===== src/rtl/pipe_fwd_ctrl_if.sv =====
// Bundle of ID-stage signals exchanged with the operand-forwarding and
// load-use interlock unit. The master side is the pipeline (ID stage plus
// the stage result taps); the slave side is pipe_fwd_ctrl.
interface pipe_fwd_ctrl_if #(
  parameter int XLEN   = 32,
  parameter int REG_AW = 5,
  parameter int NUM_RD = 2,
  parameter int DEPTH  = 3,
  parameter int CNT_W  = 16
);
  logic                     pipe_en;
  logic                     flush;
  logic                     issue_valid;
  logic                     issue_wen;
  logic [REG_AW-1:0]        issue_addr;
  logic                     issue_load;
  logic [NUM_RD-1:0]        rd_en;
  logic [NUM_RD*REG_AW-1:0] rd_addr;
  logic [NUM_RD*XLEN-1:0]   rd_data_rf;
  logic [DEPTH*XLEN-1:0]    stage_data;
  logic [NUM_RD*XLEN-1:0]   rd_data_fwd;
  logic [NUM_RD-1:0]        fwd_hit;
  logic                     stall;
  logic [CNT_W-1:0]         stall_cnt;

  modport master (
    output pipe_en, flush, issue_valid, issue_wen, issue_addr, issue_load,
           rd_en, rd_addr, rd_data_rf, stage_data,
    input  rd_data_fwd, fwd_hit, stall, stall_cnt
  );

  modport slave (
    input  pipe_en, flush, issue_valid, issue_wen, issue_addr, issue_load,
           rd_en, rd_addr, rd_data_rf, stage_data,
    output rd_data_fwd, fwd_hit, stall, stall_cnt
  );
endinterface


===== src/rtl/pipe_fwd_ctrl.sv =====
// Operand-forwarding and load-use interlock unit.
// A DEPTH-entry shift scoreboard follows every in-flight register write from
// EXE (entry 0) down to WB (entry DEPTH-1). Each ID read port takes the
// youngest in-flight producer of its source register; if that producer is a
// load whose data is not yet available the unit requests a stall. An older
// ready producer is never used in place of an unready younger one, since it
// would deliver a stale value.
module pipe_fwd_ctrl #(
  parameter int XLEN     = 32,
  parameter int REG_AW   = 5,
  parameter int NUM_RD   = 2,
  parameter int DEPTH    = 3,
  parameter int LOAD_LAT = 1,
  parameter int CNT_W    = 16
) (
  input logic            clk,
  input logic            rst,
  pipe_fwd_ctrl_if.slave bus
);

  localparam logic [CNT_W-1:0] CNT_MAX = {CNT_W{1'b1}};
  localparam logic [CNT_W-1:0] CNT_ONE = {{(CNT_W-1){1'b0}}, 1'b1};

  // Scoreboard: one {vld, addr, load} triple per tracked stage.
  logic [DEPTH-1:0]             vld_r;
  logic [DEPTH-1:0][REG_AW-1:0] addr_r;
  logic [DEPTH-1:0]             load_r;
  logic [CNT_W-1:0]             cnt_r;

  logic                         entry_vld_s;
  logic                         stall_s;
  logic [NUM_RD-1:0]            hit_s;
  logic [NUM_RD-1:0]            unready_s;
  logic [NUM_RD*XLEN-1:0]       fwd_data_s;

  // Per-port search scratch, rewritten for every port in turn.
  logic                         cand_s;
  logic                         found_s;
  logic                         rdy_s;
  logic [XLEN-1:0]              sel_data_s;

  // A squashed or stalled ID instruction enters EXE as a bubble.
  assign entry_vld_s = bus.issue_valid & bus.issue_wen & ~stall_s & ~bus.flush;

  // A stall needs a live, unflushed instruction that actually uses an unready operand.
  assign stall_s = bus.issue_valid & ~bus.flush & (|(bus.rd_en & unready_s));

  // Youngest-producer search and operand mux for every read port.
  always_comb begin
    hit_s      = '0;
    unready_s  = '0;
    fwd_data_s = bus.rd_data_rf;
    cand_s     = 1'b0;
    found_s    = 1'b0;
    rdy_s      = 1'b0;
    sel_data_s = '0;
    for (int p = 0; p < NUM_RD; p++) begin
      found_s    = 1'b0;
      rdy_s      = 1'b0;
      sel_data_s = '0;
      // Walk oldest to youngest so the youngest candidate is the one left standing.
      for (int k = DEPTH - 1; k >= 0; k--) begin
        cand_s     = vld_r[k] && (addr_r[k] != '0) &&
                     (addr_r[k] == bus.rd_addr[p*REG_AW +: REG_AW]);
        found_s    = found_s | cand_s;
        rdy_s      = cand_s ? (!load_r[k] || (k >= LOAD_LAT)) : rdy_s;
        sel_data_s = cand_s ? bus.stage_data[k*XLEN +: XLEN] : sel_data_s;
      end
      if (found_s && rdy_s) begin
        fwd_data_s[p*XLEN +: XLEN] = sel_data_s;
        hit_s[p]                   = 1'b1;
        unready_s[p]               = 1'b0;
      end else if (found_s) begin
        hit_s[p]     = 1'b0;
        unready_s[p] = 1'b1;
      end else begin
        hit_s[p]     = 1'b0;
        unready_s[p] = 1'b0;
      end
    end
  end

  // Scoreboard shift: advance with the pipeline, oldest entry retires into the regfile.
  always_ff @(posedge clk or posedge rst) begin
    if (rst) begin
      vld_r  <= '0;
      addr_r <= '0;
      load_r <= '0;
    end else if (bus.pipe_en) begin
      vld_r  <= {vld_r[DEPTH-2:0], entry_vld_s};
      addr_r <= {addr_r[DEPTH-2:0], bus.issue_addr};
      load_r <= {load_r[DEPTH-2:0], bus.issue_load};
    end
  end

  // Saturating count of cycles in which the pipeline advanced under a stall.
  always_ff @(posedge clk or posedge rst) begin
    if (rst) begin
      cnt_r <= '0;
    end else if (bus.pipe_en && stall_s && (cnt_r != CNT_MAX)) begin
      cnt_r <= cnt_r + CNT_ONE;
    end
  end

  assign bus.rd_data_fwd = fwd_data_s;
  assign bus.fwd_hit     = hit_s;
  assign bus.stall       = stall_s;
  assign bus.stall_cnt   = cnt_r;

endmodule


===== src/flat_wrapper.sv =====
// flat-port wrapper written by rule: the top's interface ports become plain ports
module pipe_fwd_ctrl_flat 
#(
  parameter int XLEN     = 32,
  parameter int REG_AW   = 5,
  parameter int NUM_RD   = 2,
  parameter int DEPTH    = 3,
  parameter int LOAD_LAT = 1,
  parameter int CNT_W    = 16
)
  (clk, rst, bus_pipe_en, bus_flush, bus_issue_valid, bus_issue_wen, bus_issue_addr, bus_issue_load, bus_rd_en, bus_rd_addr, bus_rd_data_rf, bus_stage_data, bus_rd_data_fwd, bus_fwd_hit, bus_stall, bus_stall_cnt);
  pipe_fwd_ctrl_if #(.XLEN(XLEN), .REG_AW(REG_AW), .NUM_RD(NUM_RD), .DEPTH(DEPTH), .CNT_W(CNT_W)) bus_i ();
  input logic clk;
  input logic rst;
  input wire logic [$bits(bus_i.pipe_en)-1:0] bus_pipe_en;
  input wire logic [$bits(bus_i.flush)-1:0] bus_flush;
  input wire logic [$bits(bus_i.issue_valid)-1:0] bus_issue_valid;
  input wire logic [$bits(bus_i.issue_wen)-1:0] bus_issue_wen;
  input wire logic [$bits(bus_i.issue_addr)-1:0] bus_issue_addr;
  input wire logic [$bits(bus_i.issue_load)-1:0] bus_issue_load;
  input wire logic [$bits(bus_i.rd_en)-1:0] bus_rd_en;
  input wire logic [$bits(bus_i.rd_addr)-1:0] bus_rd_addr;
  input wire logic [$bits(bus_i.rd_data_rf)-1:0] bus_rd_data_rf;
  input wire logic [$bits(bus_i.stage_data)-1:0] bus_stage_data;
  output wire logic [$bits(bus_i.rd_data_fwd)-1:0] bus_rd_data_fwd;
  output wire logic [$bits(bus_i.fwd_hit)-1:0] bus_fwd_hit;
  output wire logic [$bits(bus_i.stall)-1:0] bus_stall;
  output wire logic [$bits(bus_i.stall_cnt)-1:0] bus_stall_cnt;
  assign bus_i.pipe_en = bus_pipe_en;
  assign bus_i.flush = bus_flush;
  assign bus_i.issue_valid = bus_issue_valid;
  assign bus_i.issue_wen = bus_issue_wen;
  assign bus_i.issue_addr = bus_issue_addr;
  assign bus_i.issue_load = bus_issue_load;
  assign bus_i.rd_en = bus_rd_en;
  assign bus_i.rd_addr = bus_rd_addr;
  assign bus_i.rd_data_rf = bus_rd_data_rf;
  assign bus_i.stage_data = bus_stage_data;
  assign bus_rd_data_fwd = bus_i.rd_data_fwd;
  assign bus_fwd_hit = bus_i.fwd_hit;
  assign bus_stall = bus_i.stall;
  assign bus_stall_cnt = bus_i.stall_cnt;
  pipe_fwd_ctrl #(.XLEN(XLEN), .REG_AW(REG_AW), .NUM_RD(NUM_RD), .DEPTH(DEPTH), .LOAD_LAT(LOAD_LAT), .CNT_W(CNT_W)) u_core (.clk(clk), .rst(rst), .bus(bus_i));
endmodule

===== config.mk =====
export PLATFORM = sky130hd
export DESIGN_NAME = pipe_fwd_ctrl_flat
export DESIGN_NICKNAME = d
export VERILOG_FILES = /design/src/rtl/pipe_fwd_ctrl_if.sv /design/src/rtl/pipe_fwd_ctrl.sv /design/src/flat_wrapper.sv
export SDC_FILE = /design/constraint.sdc
export NUM_CORES = 1
export LEC_CHECK = 0
export CAP_MARGIN = 10
export CORE_ASPECT_RATIO = 1.75
export CORE_MARGIN = 2
export CORE_UTILIZATION = 37
export CTS_CLUSTER_SIZE = 12
export DETAILED_ROUTE_END_ITERATION = 7
export PLACE_DENSITY = 0.82
export SLEW_MARGIN = 0
export SYNTH_ARGS = -nofsm -noshare
export SYNTH_HDL_FRONTEND = slang
export SYNTH_SLANG_ARGS = --single-unit

===== constraint.sdc =====
create_clock -name clk -period 3.3 [get_ports clk]
set_input_delay 0.66 -clock clk [delete_from_list [all_inputs] [get_ports clk]]
set_output_delay 0.66 -clock clk [all_outputs]
set_load 0.1 [all_outputs]

# == After elaboration in Yosys (flattened, before gate mapping) ==
# Index checks and enable logic that the tools add are counted.
# word_totals
output_inout_bits,83
input_bits,184
wordCells,64
regBits,35
# classes
add_sub_neg,1
reduce_logical,18
mux,20
bitwise,12
n_eq_ne,7
# op_table
operator,count
32-bit 2-to-1 mux,8
5-bit equality test,6
16-bit by 1-bit adder with 16-bit output (second input constant),1
16-bit != test (second input constant),1
5-bit nonzero test,3
1-bit logical AND,13
1-bit 2-to-1 mux,12
1-bit bitwise AND,5
1-bit bitwise OR,4
2-bit bitwise AND,1
1-bit inverter,2
2-bit OR reduction,1
1-bit logical NOT,1

# == Longest topological paths before layout ==
# logic_depth
word_depth,14
ltp_mapped,7
mapped_depth_nobuf,6

# == Least setup slack after synthesis ==
# Ideal clock, no wire load.
# synth_path
path_type,in2out
from,in bus_rd_addr[6]
to,out bus_stall
setup_slack_ns,-2.121
t_arrival_ns,4.761
cell_stages,5
n_path_buf,1
t_required_ns,2.640
cell_sequence,xor2_1 > nor3_1 > a32oi_1 > clkbuf_1 > nor4b_1
# synth_via
elab_chain_cells,10
elab_cells_between_ends,17
cone_classes,eq/ne (3); mux (5); bitwise (4); reduce/logical (5)
# synth_lines
item,line,text
"start, declared",flat_wrapper.sv:22,input wire logic [$bits(bus_i.rd_addr)-1:0] bus_rd_addr;
5-bit equality test,pipe_fwd_ctrl.sv:64,(addr_r[k] == bus.rd_addr[p*REG_AW +: REG_AW]);
1-bit logical AND,pipe_fwd_ctrl.sv:63,cand_s = vld_r[k] && (addr_r[k] != '0) &&
1-bit 2-to-1 mux (3 in a row),pipe_fwd_ctrl.sv:66,rdy_s = cand_s ? (!load_r[k] || (k >= LOAD_LAT)) : rdy_s;
1-bit logical AND,pipe_fwd_ctrl.sv:69,if (found_s && rdy_s) begin
1-bit 2-to-1 mux (*),pipe_fwd_ctrl.sv:69,
2-bit bitwise AND (*),pipe_fwd_ctrl.sv:46,assign stall_s = bus.issue_valid & ~bus.flush & (|(bus.rd_en & unready_s));
2-bit OR reduction (*),pipe_fwd_ctrl.sv:46,
1-bit bitwise AND (*),pipe_fwd_ctrl.sv:46,
"end, declared",flat_wrapper.sv:27,output wire logic [$bits(bus_i.stall)-1:0] bus_stall;
# Every way passes the cells marked *; elsewhere a longest branch is shown, timed or not.

# == Final worst setup path ==
# layout_path
from,reg u_core.addr_r[7] (netlist name)
to,out bus_rd_data_fwd[19]
# layout_via
elab_chain_cells,7
elab_cells_between_ends,12
cone_classes,eq/ne (1); mux (5); bitwise (2); reduce/logical (4)
# layout_lines
item,line,text
"start, declared",pipe_fwd_ctrl.sv:26,logic [DEPTH-1:0][REG_AW-1:0] addr_r;
"start signal, assigned",pipe_fwd_ctrl.sv:91,"addr_r <= {addr_r[DEPTH-2:0], bus.issue_addr};"
5-bit nonzero test,pipe_fwd_ctrl.sv:63,
1-bit logical AND,pipe_fwd_ctrl.sv:63,
1-bit logical AND (*),pipe_fwd_ctrl.sv:63,
1-bit bitwise OR / 1-bit 2-to-1 mux (equally long branches) (2 in a row),"pipe_fwd_ctrl.sv:65, pipe_fwd_ctrl.sv:66",
1-bit logical AND,pipe_fwd_ctrl.sv:69,
32-bit 2-to-1 mux (*),pipe_fwd_ctrl.sv:69,
"end, declared",flat_wrapper.sv:25,output wire logic [$bits(bus_i.rd_data_fwd)-1:0] bus_rd_data_fwd;
# Marks and branches as above.

==> results.tsv <==
metric	value	unit
crit share post-route	103	%
clk buf depth	2	
failing checks	setup timing	
Net Sw Power	0.00111	W
Power Dens Cells	267	nW/um^2
compound-gate portion of the synthesized area	21.3	%
port bufs	266	
Initial Util	38.0	%
final core occ	89.7	%
Root Buffer	clkbuf_16	
Reg power frac	19.5	%
cts-stage hold buffer count	0	
Post-Syn Area	4090	sq um
setup_tns	-1910	ps
Design Area, Final	9650	sq um
synth top area cells	dfrtp_1 21%, mux2i_1 16%, a221oi_2 11%	
Worst Hold Class	reg -> reg	
main flop type after synthesis	dfrtp_1	
Die Area	11900	sq um
sw frac	42.9	%
largest family of logic cells by synthesized area	compound AO/OA/AOI/OAI gates	
critical path class	reg -> out	
fmax	295	MHz
RSZ-0062 raised after global routing	yes	
leading area contributor after synthesis	dfrtp_1	
Final min period	3390	ps
Slew HR	58.8	%
total grt overflow	0	
via-per-instance ratio	6.04	
max-slew violation count	0	
post-DR wirelength/cell	27.8	um
register area share after synthesis	21.4	%
antenna violations before repair	1	
skew final	4.36	ps
global placement routability congestion	0.937	
drt pass-1 iters	5	
clk_lat worst skew	290	ps
Clock power frac	17.8	%
Worst Hold Path Cells	1	
P_int	0.00147	W
Yosys cell types	39	
placed inst area	8930	sq um
Tot GR Track Use	39.2	%
vias in the first global route	5939	
commonest non-fill, non-tap cell in the layout	clkdlybuf4s50_1	
Die Ht	143	um
Fin. Hold Viols	0	
first-pass GRT wire length	35900	um
Post-DRT Antenna Nets	0	
Max-Cap Viols	0	
number of synthesized register bits	35	
XOR/XNOR Fraction of Synth Area	9.65	%
Logic pwr share	62.7	%
Post-Synthesis Cells	463	
r2r startpoint	u_core.addr_r[0]	
vias	5600	
CP Max Fanout	11	
# DRC	0	
outcome	finished with violations	
Worst Path Arrival	2730	ps
core area	10800	sq um
CTS tree	yes	
Crit. End Element	output pin	
Leak Pwr	3.88	nW
CTS buffer count	5	
detailed placement HPWL	17400	um
IO Pins	267	
share of cells above drive strength 1	40.2	%
CTS sink cnt	35	
Synthesized Nets	648	
Synth top area share	21.4	%
startpoint types	flop	
fraction of the mapped netlist area in adder cells	0.306	%
H-tree levels	2	
syn avg cell area	8.82	sq um
Reg-to-Reg End	u_core.bus.stall_cnt[1]	
DRT iter0 DRCs	334	
Area growth syn-to-layout	136	%
peak supply drop	0.456	mV
largest net degree at the start of global routing	36	
Rows	50	
Async S/R FF share, synth	100	%
most frequent cells in the layout	173 x clkdlybuf4s50_1, 82 x buf_12, 71 x inv_1, 67 x nor2_1, 65 x buf_4	
Final nets	977	
post-synthesis mux area share	20.6	%
Die Width	83.4	um
min-delay src	u_core.bus.stall_cnt[7]	
setup slack after layout	-93.1	ps
CP Data Required Time	2640	ps
WL final	25800	um
simple-gate portion of the synthesized area	15.7	%
endpoints failing setup	58	
Yosys warnings	0	
worst slew pin tran	603	ps
filler cell count	430	
CTS clk-pin slew, worst paths	60	ps
internal reg-to-reg setup slack	860	ps
number of synthesized flops with an enable pin	0	
hold endpoint	u_core.bus.stall_cnt[7]	
Reg2Reg Depth	8	
==> cells in the mapped netlist (5+ instances only) <==
cell type and number:
buf_2 7, nor2_1 67, inv_1 72, mux2i_1 64, nand4_1 7, mux2_2 18, nand3_1 9, xnor2_1 19
dfrtp_1 35, buf_4 5, nand2_1 5, a221oi_1 35, xor2_1 26, a221oi_2 29, clkbuf_1 10, nor4_1 11
buf_6 6
==> area by class of cell <==
cell class	instances	area (sq um)	area share (%)
Sequential cell	35	880	9.12
Clock buffer	6	129	1.34
Timing Repair Buffer	350	4240	44.0
Tap cell	130	163	1.69
Clock inverter	2	12.5	0.130
Multi-Input combinational cell	328	3940	40.8
Antenna cell	4	10.0	0.104
Inverter	72	270	2.80
==> metrics by stage <==
stage | setup slack [ps] | total power [W] | hold slack, ps | cells
after floorplan | -288 | 0.00134 | 474 | 463
after global placement | -330 | 0.00199 | 498 | 889
after detailed placement | -319 | 0.00201 | 494 | 889
after CTS | -105 | 0.00253 | 514 | 920
after global routing | -112 | 0.00263 | 516 | 924
final | -93.1 | 0.00258 | 522 | 927
==> how the worst max path moves through the flow <==
stage                          start             endpoint  cells past startpoint
CTS                 u_core.addr_r[6]   bus_rd_data_fwd[5]                      9
global placement      bus_rd_addr[6]  bus_rd_data_fwd[32]                      9
detailed placement    bus_rd_addr[9]  bus_rd_data_fwd[63]                      9
floorplan           u_core.addr_r[6]   bus_rd_data_fwd[0]                      5
finish              u_core.addr_r[7]  bus_rd_data_fwd[19]                      8
global route        u_core.addr_r[7]  bus_rd_data_fwd[19]                      8
==> power groups by stage <==
stage | registers, W | clock network [W] | logic [W]
floorplan | 0.000510 | 0 | 0.000834
global placement | 0.000501 | 0 | 0.00149
detailed placement | 0.000503 | 0 | 0.00151
CTS | 0.000497 | 0.000459 | 0.00157
global route | 0.000505 | 0.000470 | 0.00166
finish | 0.000502 | 0.000458 | 0.00162
==> layer usage <==
metal / track usage (%) / vias up / part of all wire [%]
met1: 38.4 / 2707 / 31
met4: 24.4 / 0 / 7.6
li1: - / 2352 / -
met2: 72.5 / 403 / 53
met3: 10.4 / 138 / 8.7
met5: 0 / - / 0
==> logic make-up after synthesis <==
| logic type | count (synthesis) |
|---|---|
| simple gates | 123 |
| buf+inv | 100 |
| mux | 82 |
| compound gates | 77 |
| xor+xnor | 45 |
| flops | 35 |
| fa+ha+maj | 1 |
==> worst max-delay path, cell delays in order, from the launching register on <==
cell and delay [ps]:
dfrtp_1 390, or4_4 560, o21ai_4 200, nor4_4 90
buf_4 150, bufbuf_16 280, mux2i_1 180, a221oi_4 370
buf_12 220
==> flip-flops by register name, indices dropped and copies added (netlist names) <==
| register | count |
|---|---|
| u_core.addr_r | 15 |
| u_core.bus.stall_cnt | 16 |
| u_core.load_r | 1 |
| u_core.vld_r | 3 |
==> what timing repair did <==
item                       4_1_cts  5_1_grt
setup buffers                   20        7
pin swaps                       56       43
setup endpoints to repair       65       65
gates cloned                     4        4
gates resized for setup         79       35
No activity file was read; power rests on OpenSTA's default activity.
